===== src/rtl/pipe_adder_result_buffer_if.sv =====
// Handshake and data bundle between the adder result buffer and its
// upstream issuer, the adder outputs, and the downstream consumer.
interface pipe_adder_result_buffer_if #(
  parameter int WIDTH = 64,
  parameter int DEPTH = 8
);
  localparam int LW = $clog2(DEPTH + 1);

  logic             in_valid;
  logic             in_ready;
  logic             issue;
  logic [WIDTH-1:0] res_sum;
  logic             res_cout;
  logic             out_valid;
  logic             out_ready;
  logic [WIDTH-1:0] out_sum;
  logic             out_cout;
  logic [LW-1:0]    level;
  logic             ovf_err;

  // Environment side: issuer, adder outputs and consumer.
  modport master (
    output in_valid, res_sum, res_cout, out_ready,
    input  in_ready, issue, out_valid, out_sum, out_cout, level, ovf_err
  );

  // Buffer side.
  modport slave (
    input  in_valid, res_sum, res_cout, out_ready,
    output in_ready, issue, out_valid, out_sum, out_cout, level, ovf_err
  );
endinterface


===== src/rtl/pipe_adder_result_buffer.sv =====
// Result buffer for a fixed-latency, non-stallable pipelined adder.
// Valid tags ride alongside the adder; results land in a FWFT FIFO.
// Issue is only granted while a FIFO slot can be reserved, so a tagged
// result always finds room when it emerges.
module pipe_adder_result_buffer #(
  parameter int WIDTH   = 64,
  parameter int LATENCY = 4,
  parameter int DEPTH   = 8
) (
  input  logic                        clk,
  input  logic                        rst_n,
  pipe_adder_result_buffer_if.slave   bus
);
  localparam int PW = $clog2(DEPTH);
  localparam int LW = $clog2(DEPTH + 1);
  localparam logic [LW-1:0] DEPTH_L = LW'(DEPTH);

  logic [LATENCY-1:0] vld_pipe_q, vld_pipe_d;
  logic [PW-1:0]      wr_ptr_q, rd_ptr_q;
  logic [LW-1:0]      level_q, level_d;
  logic [LW-1:0]      rsv_q, rsv_d;
  logic               ovf_q;
  logic [WIDTH:0]     mem_q [DEPTH];

  logic in_rdy, issue, wr, pop, full, wr_en;

  // Credit check uses registered state only; a pop frees its credit next cycle.
  assign in_rdy = (rsv_q < DEPTH_L);
  assign issue  = bus.in_valid & in_rdy;
  assign wr     = vld_pipe_q[LATENCY-1];
  assign pop    = (level_q != '0) & bus.out_ready;
  assign full   = (level_q == DEPTH_L);
  // When full, a write is only safe if the head leaves on the same edge.
  assign wr_en  = wr & (~full | pop);

  assign bus.in_ready  = in_rdy;
  assign bus.issue     = issue;
  assign bus.out_valid = (level_q != '0);
  assign bus.out_sum   = mem_q[rd_ptr_q][WIDTH-1:0];
  assign bus.out_cout  = mem_q[rd_ptr_q][WIDTH];
  assign bus.level     = level_q;
  assign bus.ovf_err   = ovf_q;

  // Tag shift register, no stall: a tag exits exactly when the adder result does.
  always_comb begin
    vld_pipe_d    = '0;
    vld_pipe_d[0] = issue;
    for (int i = 1; i < LATENCY; i++) vld_pipe_d[i] = vld_pipe_q[i-1];
  end

  // Next FIFO occupancy and next credit count.
  always_comb begin
    level_d = level_q;
    case ({wr_en, pop})
      2'b10:   level_d = level_q + LW'(1);
      2'b01:   level_d = level_q - LW'(1);
      default: level_d = level_q;
    endcase
    rsv_d = rsv_q;
    case ({issue, pop})
      2'b10:   rsv_d = rsv_q + LW'(1);
      2'b01:   rsv_d = rsv_q - LW'(1);
      default: rsv_d = rsv_q;
    endcase
  end

  // Control state: tags, pointers, counters, sticky overflow flag.
  always_ff @(posedge clk or negedge rst_n) begin
    if (!rst_n) begin
      vld_pipe_q <= '0;
      wr_ptr_q   <= '0;
      rd_ptr_q   <= '0;
      level_q    <= '0;
      rsv_q      <= '0;
      ovf_q      <= 1'b0;
    end else begin
      vld_pipe_q <= vld_pipe_d;
      level_q    <= level_d;
      rsv_q      <= rsv_d;
      if (wr_en) wr_ptr_q <= wr_ptr_q + PW'(1);
      if (pop)   rd_ptr_q <= rd_ptr_q + PW'(1);
      if (wr & full & ~pop) ovf_q <= 1'b1;
    end
  end

  // FIFO storage; cleared so the idle head reads as zero after reset.
  always_ff @(posedge clk or negedge rst_n) begin
    if (!rst_n) begin
      for (int i = 0; i < DEPTH; i++) mem_q[i] <= '0;
    end else if (wr_en) begin
      mem_q[wr_ptr_q] <= {bus.res_cout, bus.res_sum};
    end
  end
endmodule

===== src/flat_wrapper.sv =====
// flat-port wrapper written by rule: the top's interface ports become plain ports
module pipe_adder_result_buffer_flat 
#(
  parameter int WIDTH   = 64,
  parameter int LATENCY = 4,
  parameter int DEPTH   = 8
)
  (clk, rst_n, bus_in_valid, bus_res_sum, bus_res_cout, bus_out_ready, bus_in_ready, bus_issue, bus_out_valid, bus_out_sum, bus_out_cout, bus_level, bus_ovf_err);
  pipe_adder_result_buffer_if #(.WIDTH(WIDTH), .DEPTH(DEPTH)) bus_i ();
  input  logic clk;
  input  logic rst_n;
  input wire logic [$bits(bus_i.in_valid)-1:0] bus_in_valid;
  input wire logic [$bits(bus_i.res_sum)-1:0] bus_res_sum;
  input wire logic [$bits(bus_i.res_cout)-1:0] bus_res_cout;
  input wire logic [$bits(bus_i.out_ready)-1:0] bus_out_ready;
  output wire logic [$bits(bus_i.in_ready)-1:0] bus_in_ready;
  output wire logic [$bits(bus_i.issue)-1:0] bus_issue;
  output wire logic [$bits(bus_i.out_valid)-1:0] bus_out_valid;
  output wire logic [$bits(bus_i.out_sum)-1:0] bus_out_sum;
  output wire logic [$bits(bus_i.out_cout)-1:0] bus_out_cout;
  output wire logic [$bits(bus_i.level)-1:0] bus_level;
  output wire logic [$bits(bus_i.ovf_err)-1:0] bus_ovf_err;
  assign bus_i.in_valid = bus_in_valid;
  assign bus_i.res_sum = bus_res_sum;
  assign bus_i.res_cout = bus_res_cout;
  assign bus_i.out_ready = bus_out_ready;
  assign bus_in_ready = bus_i.in_ready;
  assign bus_issue = bus_i.issue;
  assign bus_out_valid = bus_i.out_valid;
  assign bus_out_sum = bus_i.out_sum;
  assign bus_out_cout = bus_i.out_cout;
  assign bus_level = bus_i.level;
  assign bus_ovf_err = bus_i.ovf_err;
  pipe_adder_result_buffer #(.WIDTH(WIDTH), .LATENCY(LATENCY), .DEPTH(DEPTH)) u_core (.clk(clk), .rst_n(rst_n), .bus(bus_i));
endmodule

===== config.mk =====
export PLATFORM = sky130hd
export DESIGN_NAME = pipe_adder_result_buffer_flat
export DESIGN_NICKNAME = d
export VERILOG_FILES = /design/src/rtl/pipe_adder_result_buffer_if.sv /design/src/rtl/pipe_adder_result_buffer.sv /design/src/flat_wrapper.sv
export SDC_FILE = /design/constraint.sdc
export NUM_CORES = 1
export LEC_CHECK = 0
export CAP_MARGIN = 20
export CORE_UTILIZATION = 54
export CTS_CLUSTER_SIZE = 28
export DETAILED_ROUTE_END_ITERATION = 10
export PLACE_DENSITY = 0.79
export SLEW_MARGIN = 20
export SYNTH_ARGS = -nofsm -noshare
export SYNTH_HDL_FRONTEND = slang
export SYNTH_SLANG_ARGS = --single-unit

===== constraint.sdc =====
create_clock -name clk -period 3.1 [get_ports clk]
set_input_delay 0.465 -clock clk [delete_from_list [all_inputs] [get_ports clk]]
set_output_delay 0.465 -clock clk [all_outputs]
set_load 0.02 [all_outputs]

Word level (Yosys, flattened, before mapping):

Cells that the tools add are included.

* $add $sub $neg: 6
* multiply operators: 0
* div/mod/pow operators: 0
* magnitude comparators: 4
* equal/unequal tests: 5
* shifts and indexed selects: 0
* multiplexer cells: 8
* bitwise operators: 10
* reductions and logical operators: 4

Operators with widths (count)
* $bwmux W520: 1
* $bmux W65 S3: 1
* $demux W65 S3: 1
* $mux W65: 3
* $pmux W4 S2: 2
* $add A4 B1 Y4 const B: 2
* $ge A4 B4 Y1 const B: 2
* $not A3 Y4: 2
* $sub A4 B1 Y4 const B: 2
* $add A3 B1 Y3 const B: 2
* $and A1 B1 Y1: 5
* $eq A2 B1 Y1 const B: 2
* $eq A2 B2 Y1 const B: 2
* $eq A4 B4 Y1 const B: 1
* $lt A4 B1 Y1 const B: 1
* $lt A4 B4 Y1 const B: 1
* $reduce_bool A2 Y1: 2
* $reduce_bool A4 Y1: 1
* $not A1 Y1: 2
* $logic_and A1 B1 Y1: 1
* $or A1 B1 Y1: 1

* register bits after elaboration: 539
* bits in latches: 0
* RAM bits: 0
* memory bits (read-only): 0
* bits of input ports: 69
* output and inout port bits: 73
* logic and storage cells: 51
* memories kept: 0

Depth between registers and ports, before layout:

* word-level depth: 6
* gate-level depth with buffers: 11

Least setup slack after synthesis:

No wires, ideal clock.

* path type: reg2reg
* start point: register u_core.level_q[1] (netlist: u_core.bus.level[1])
* end point: register u_core.rsv_q[3]
* setup time: 0.134 ns
* arrival time: 2.922 ns
* required time: 2.966 ns
* slack: 0.044 ns
* cell stages (with the launch flop): 11
* buffers on the path: 2
* period minus slack after synthesis: 3.056 ns
* path through: dfrtp_1 > buf_2 > or3_1 > buf_4 > o21ai_1 > inv_1 > ha_1 > ha_1 > or4b_2 > o311ai_0 > o211ai_1

* cells in the longest elaborated chain, start to end: 4
* elaborated cells on any way between the ends: 6
* those cells by class: 2 x eq/ne; 1 x mux; 1 x bitwise; 2 x reduce/logical

RTL lines
* from (decl): line pipe_adder_result_buffer.sv:20 `logic [LW-1:0] level_q, level_d;`
* from (signal assigned): line pipe_adder_result_buffer.sv:78 `level_q <= level_d;`
* $reduce_bool A4 Y1 *: line pipe_adder_result_buffer.sv:31 `assign pop = (level_q != '0) & bus.out_ready;`
* $and A1 B1 Y1 *: line pipe_adder_result_buffer.sv:31
* named net u_core.pop: line pipe_adder_result_buffer.sv:25 `logic in_rdy, issue, wr, pop, full, wr_en;`
* $eq A2 B1 Y1 or $eq A2 B2 Y1 (tied branches): line pipe_adder_result_buffer.sv:60 `case ({issue, pop})`
* $pmux W4 S2 or $reduce_bool A2 Y1 (tied branches)
* to (signal assigned): line pipe_adder_result_buffer.sv:79 `rsv_q <= rsv_d;`
* to (decl): line pipe_adder_result_buffer.sv:21 `logic [LW-1:0] rsv_q, rsv_d;`

Mark *: on every way through the listed nets, which the timed path passes. The rest lies on a longest branch.
A chain may end at the register's enable or synchronous reset.

Worst setup path in the final report:

* start point: register u_core.rd_ptr_q[0]
* end point: output bus_out_sum[58]

* cells in the longest elaborated chain, start to end: 4

RTL lines
* from (decl): line pipe_adder_result_buffer.sv:19 `logic [PW-1:0] wr_ptr_q, rd_ptr_q;`
* from (signal assigned): line pipe_adder_result_buffer.sv:81 `if (pop) rd_ptr_q <= rd_ptr_q + PW'(1);`
* $not A3 Y4 (implied by the code): line pipe_adder_result_buffer.sv:39 `assign bus.out_sum = mem_q[rd_ptr_q][WIDTH-1:0];`
* $bmux W65 S3: line pipe_adder_result_buffer.sv:39
* $mux W65 (implied by the code) (2 in series): line pipe_adder_result_buffer.sv:39
* to (decl): line flat_wrapper.sv:19 `output wire logic [$bits(bus_i.out_sum)-1:0] bus_out_sum;`

No other way between the ends. The select of a mux whose other input is x is not followed.

==> out/results.tsv <==
stage	metric	value	unit
timing	setup_viol	0	
hold_path	hold_path_class	reg -> reg	
power	max-vdd-ir-drop	635	uV
timing	period_needed	3.04	ns
worst_setup_path	path_cells	buf_4, buf_16, buf_12, mux4_2, mux2_2, dlygate4sd2_1	
worst_setup_path	start_kind	register	
power	power.total	33.6	mW
place	port_buffers	141	
yosys	synth_fp_nets	1517	
drt	vias	13200	
timing	rsz0062_at_grt	no	
floorplanning	coreArea	0.0444	mm2
worst_setup_path	slowest_delay	0.52	ns
floorplanning	die_x	215	um
layout	multi_input_area	0.0102	mm2
clock_network	path_clk_slew	0.06	ns
timing	layout_setup_ws	0.0606	ns
drt	vias_per_cell	5.86	
yosys	synth_top_flop_cell	dfrtp_1	
clock_network	cts_tree	done	
global_route	grt_pass1_vias	14600	
worst_setup_path	path_class	reg -> out	
drt	ant_nets	0	
worst_setup_path	cp.arrival	2.57	ns
layout	post-route-util	64.4	%
drt	first_iter_violations	690	
clock_network	htree_levels	2	
timing	finClkSkew	0.0242	ns
worst_setup_path	cp_data_required_time	2.63	ns
timing	slew_headroom	42.4	%
global_route	antenna_found_initial	4	
timing	whs	0.347	ns
yosys	avgSynthCellArea	17.0	um2
yosys	synth_cell_types	46	
clock_network	root_buffer	clkbuf_16	
yosys	yosysSeqAreaShare	55.3	%
timing	worst_pin_slew	0.862	ns
global_route	grt_overflow	0	
timing	hold_viol	0	
floorplanning	ioPinCount	142	
global_route	grt_pass1_wl	83200	um
worst_setup_path	slowest_stage	dfrtp_4	
drt	drc	0	
drt	wirelength	51200	um
drt	wl_per_cell	22.8	um
power	power.density	1170	mW/mm2
yosys	synth_top_area_cell	dfrtp_1	
timing	drv_slew	0	
power	p_leak	12.0	nW
yosys	syn_inst	1439	
layout	final_cells	2250	
floorplanning	row_count	77	
worst_setup_path	endpoint_kind	output pin	
layout	fillers	3124	
layout	regArea	0.0135	mm2
floorplanning	die_y	215	um
clock_network	clk_path_buf_depth	3	
yosys	synth-edff-count	0	
timing	max_freq	0.329	GHz
clock_network	clk_latency	0.60	ns
place	dp_slack	0.163	ns
yosys	synth_warnings	0	
flow_run	max-cap-violations	0	
place	hpwl	29900	um
floorplanning	die-area	0.0460	mm2
place	routabilityCongestion	0.746	
global_route	grt_max_degree	73	
clock_network	cts_buffers	54	
floorplanning	initial_core_util	54.9	%
layout	final_nets	1686	
yosys	ys_seq_elements	539	
worst_setup_path	path_max_fanout	8	
status	status	completed	
yosys	synth_top_area_share	55.3	%
yosys	netlist_top_cells_area	dfrtp_1 55%, mux2_2 15%, mux2_1 12%, mux4_2 12%, buf_8 1.2%	
yosys	async_flop_share	100	%
layout	drive_gt1_share	39.1	%
layout	syn_to_final_growth	17.3	%
drt	drt_first_pass_iters	4	
timing	fin_crit_sh	98.0	%
place	placed_cells	2129	
yosys	syn_area	0.0244	mm2
clock_network	clock-sinks	539	
global_route	grt_use_total	23.2	%
## placed cells by master (no fill, tap or decap), types with 3 or more instances in the layout
cell	instances
xnor2_1	7
clkbuf_16	56
o21ai_4	4
mux2_1	262
buf_2	15
nand4b_1	3
o211ai_1	3
clkinv_2	4
buf_12	21
a21oi_1	3
clkdlybuf4s15_1	6
buf_8	3
ha_1	8
clkdlybuf4s50_1	75
dlygate4sd2_1	40
bufinv_16	3
dfrtp_1	536
a21oi_4	4
buf_16	6
clkbuf_1	20
mux2_2	327
buf_4	39
clkbuf_8	17
diode_2	5
nor3b_1	3
inv_1	9
dfrtp_4	3
mux4_2	130
## final timing paths
check	slack [ns]	endpoint	depth (start not counted)	from
worst max register to register	0.21	u_core.bus.level[3]	7	u_core.bus.level[2]
worst min-delay path	0.35	u_core.vld_pipe_q[1]	0	u_core.vld_pipe_q[0]
worst max-delay path	0.06	bus_out_sum[58]	6	u_core.rd_ptr_q[0]
min in group asynchronous	0.45	u_core.mem_q[235]	2	rst_n
worst min register to register	0.35	u_core.vld_pipe_q[1]	0	u_core.vld_pipe_q[0]
max in group asynchronous	1.57	u_core.mem_q[55]	3	rst_n
## per-layer routing
| metal | global-route usage [%] | up-vias | routed length [um] |
|---|---|---|---|
| li1 | - | 5745 | - |
| met1 | 31.6 | 7157 | 22600 |
| met2 | 38.8 | 208 | 25500 |
| met3 | 3.80 | 69 | 2130 |
| met4 | 6.86 | 4 | 991 |
| met5 | 0 | - | 24 |
## cell type report
cell class / count / area share (%)
antenna: 5 / 0.0437
clock buffer: 92 / 5.89
clock inverter: 9 / 0.446
inverter: 9 / 0.118
multi-input combinational: 791 / 35.8
sequential: 539 / 47.2
tap: 592 / 2.59
timing repair buffer: 213 / 7.94
## logic make-up (layout without fill, tap and decap cells)
kind of cell             Yosys count  in the layout  share of synthesized area [%]
other                              0              5                              0
AO/OA/AOI/OAI                     25             25                          0.728
AND/OR/NAND/NOR                   27             27                          0.867
flip-flops                       539            539                           55.3
multiplexers                     721            721                           39.3
XOR/XNOR                           9              9                          0.323
adder cells (fa/ha/maj)            9              9                          0.492
buffers and inverters            109            323                           3.03
## worst max-delay path: cells and delay by family (launching register included)
| kind | cells | cell delay [ns] |
|---|---|---|
| flip-flops | 1 | 0.52 |
| buffers and inverters | 4 | 0.77 |
| multiplexers | 2 | 0.69 |
## cells in the mapped netlist (all sizes together), types with 2 or more instances
library cell / instances
o211ai: 3
nand2b: 2
xor2: 2
mux4: 130
nor2b: 2
o21ai: 7
mux2i: 2
nand3: 2
nand4b: 3
dfrtp: 539
or4b: 2
nor3b: 3
xnor2: 7
and4bb: 2
a21oi: 7
inv: 9
clkbuf: 25
nand2: 2
buf: 75
mux2: 589
ha: 8
## timing repair
action                                  CTS  global route
buffers inserted                          7             5
resized for setup                       120            13
pin swaps                                 0             0
hold buffers                              1             0
hold endpoints to repair                 61             0
endpoints found under the setup margin   63            22
gates cloned                              2             1
## sequential cells by signal, indices dropped and copies added, names as in the netlist
name / count
u_core.bus.level: 4
u_core.bus.ovf_err: 1
u_core.mem_q: 520
u_core.rd_ptr_q: 3
u_core.rsv_q: 4
u_core.vld_pipe_q: 4
u_core.wr_ptr_q: 3
## metrics by stage
step,instance area (um2),TNS (ns)
floorplan,24400,0
global placement,26700,0
detailed placement,26700,0
CTS,28500,-0.216
global route,28600,0
finish,28600,0
## power breakdown
group	switching, mW	internal [mW]
clock network	2.66	3.93
registers	1.93	10.6
logic	6.23	8.23
total	10.8	22.8
(Power assumes the default switching activity.)
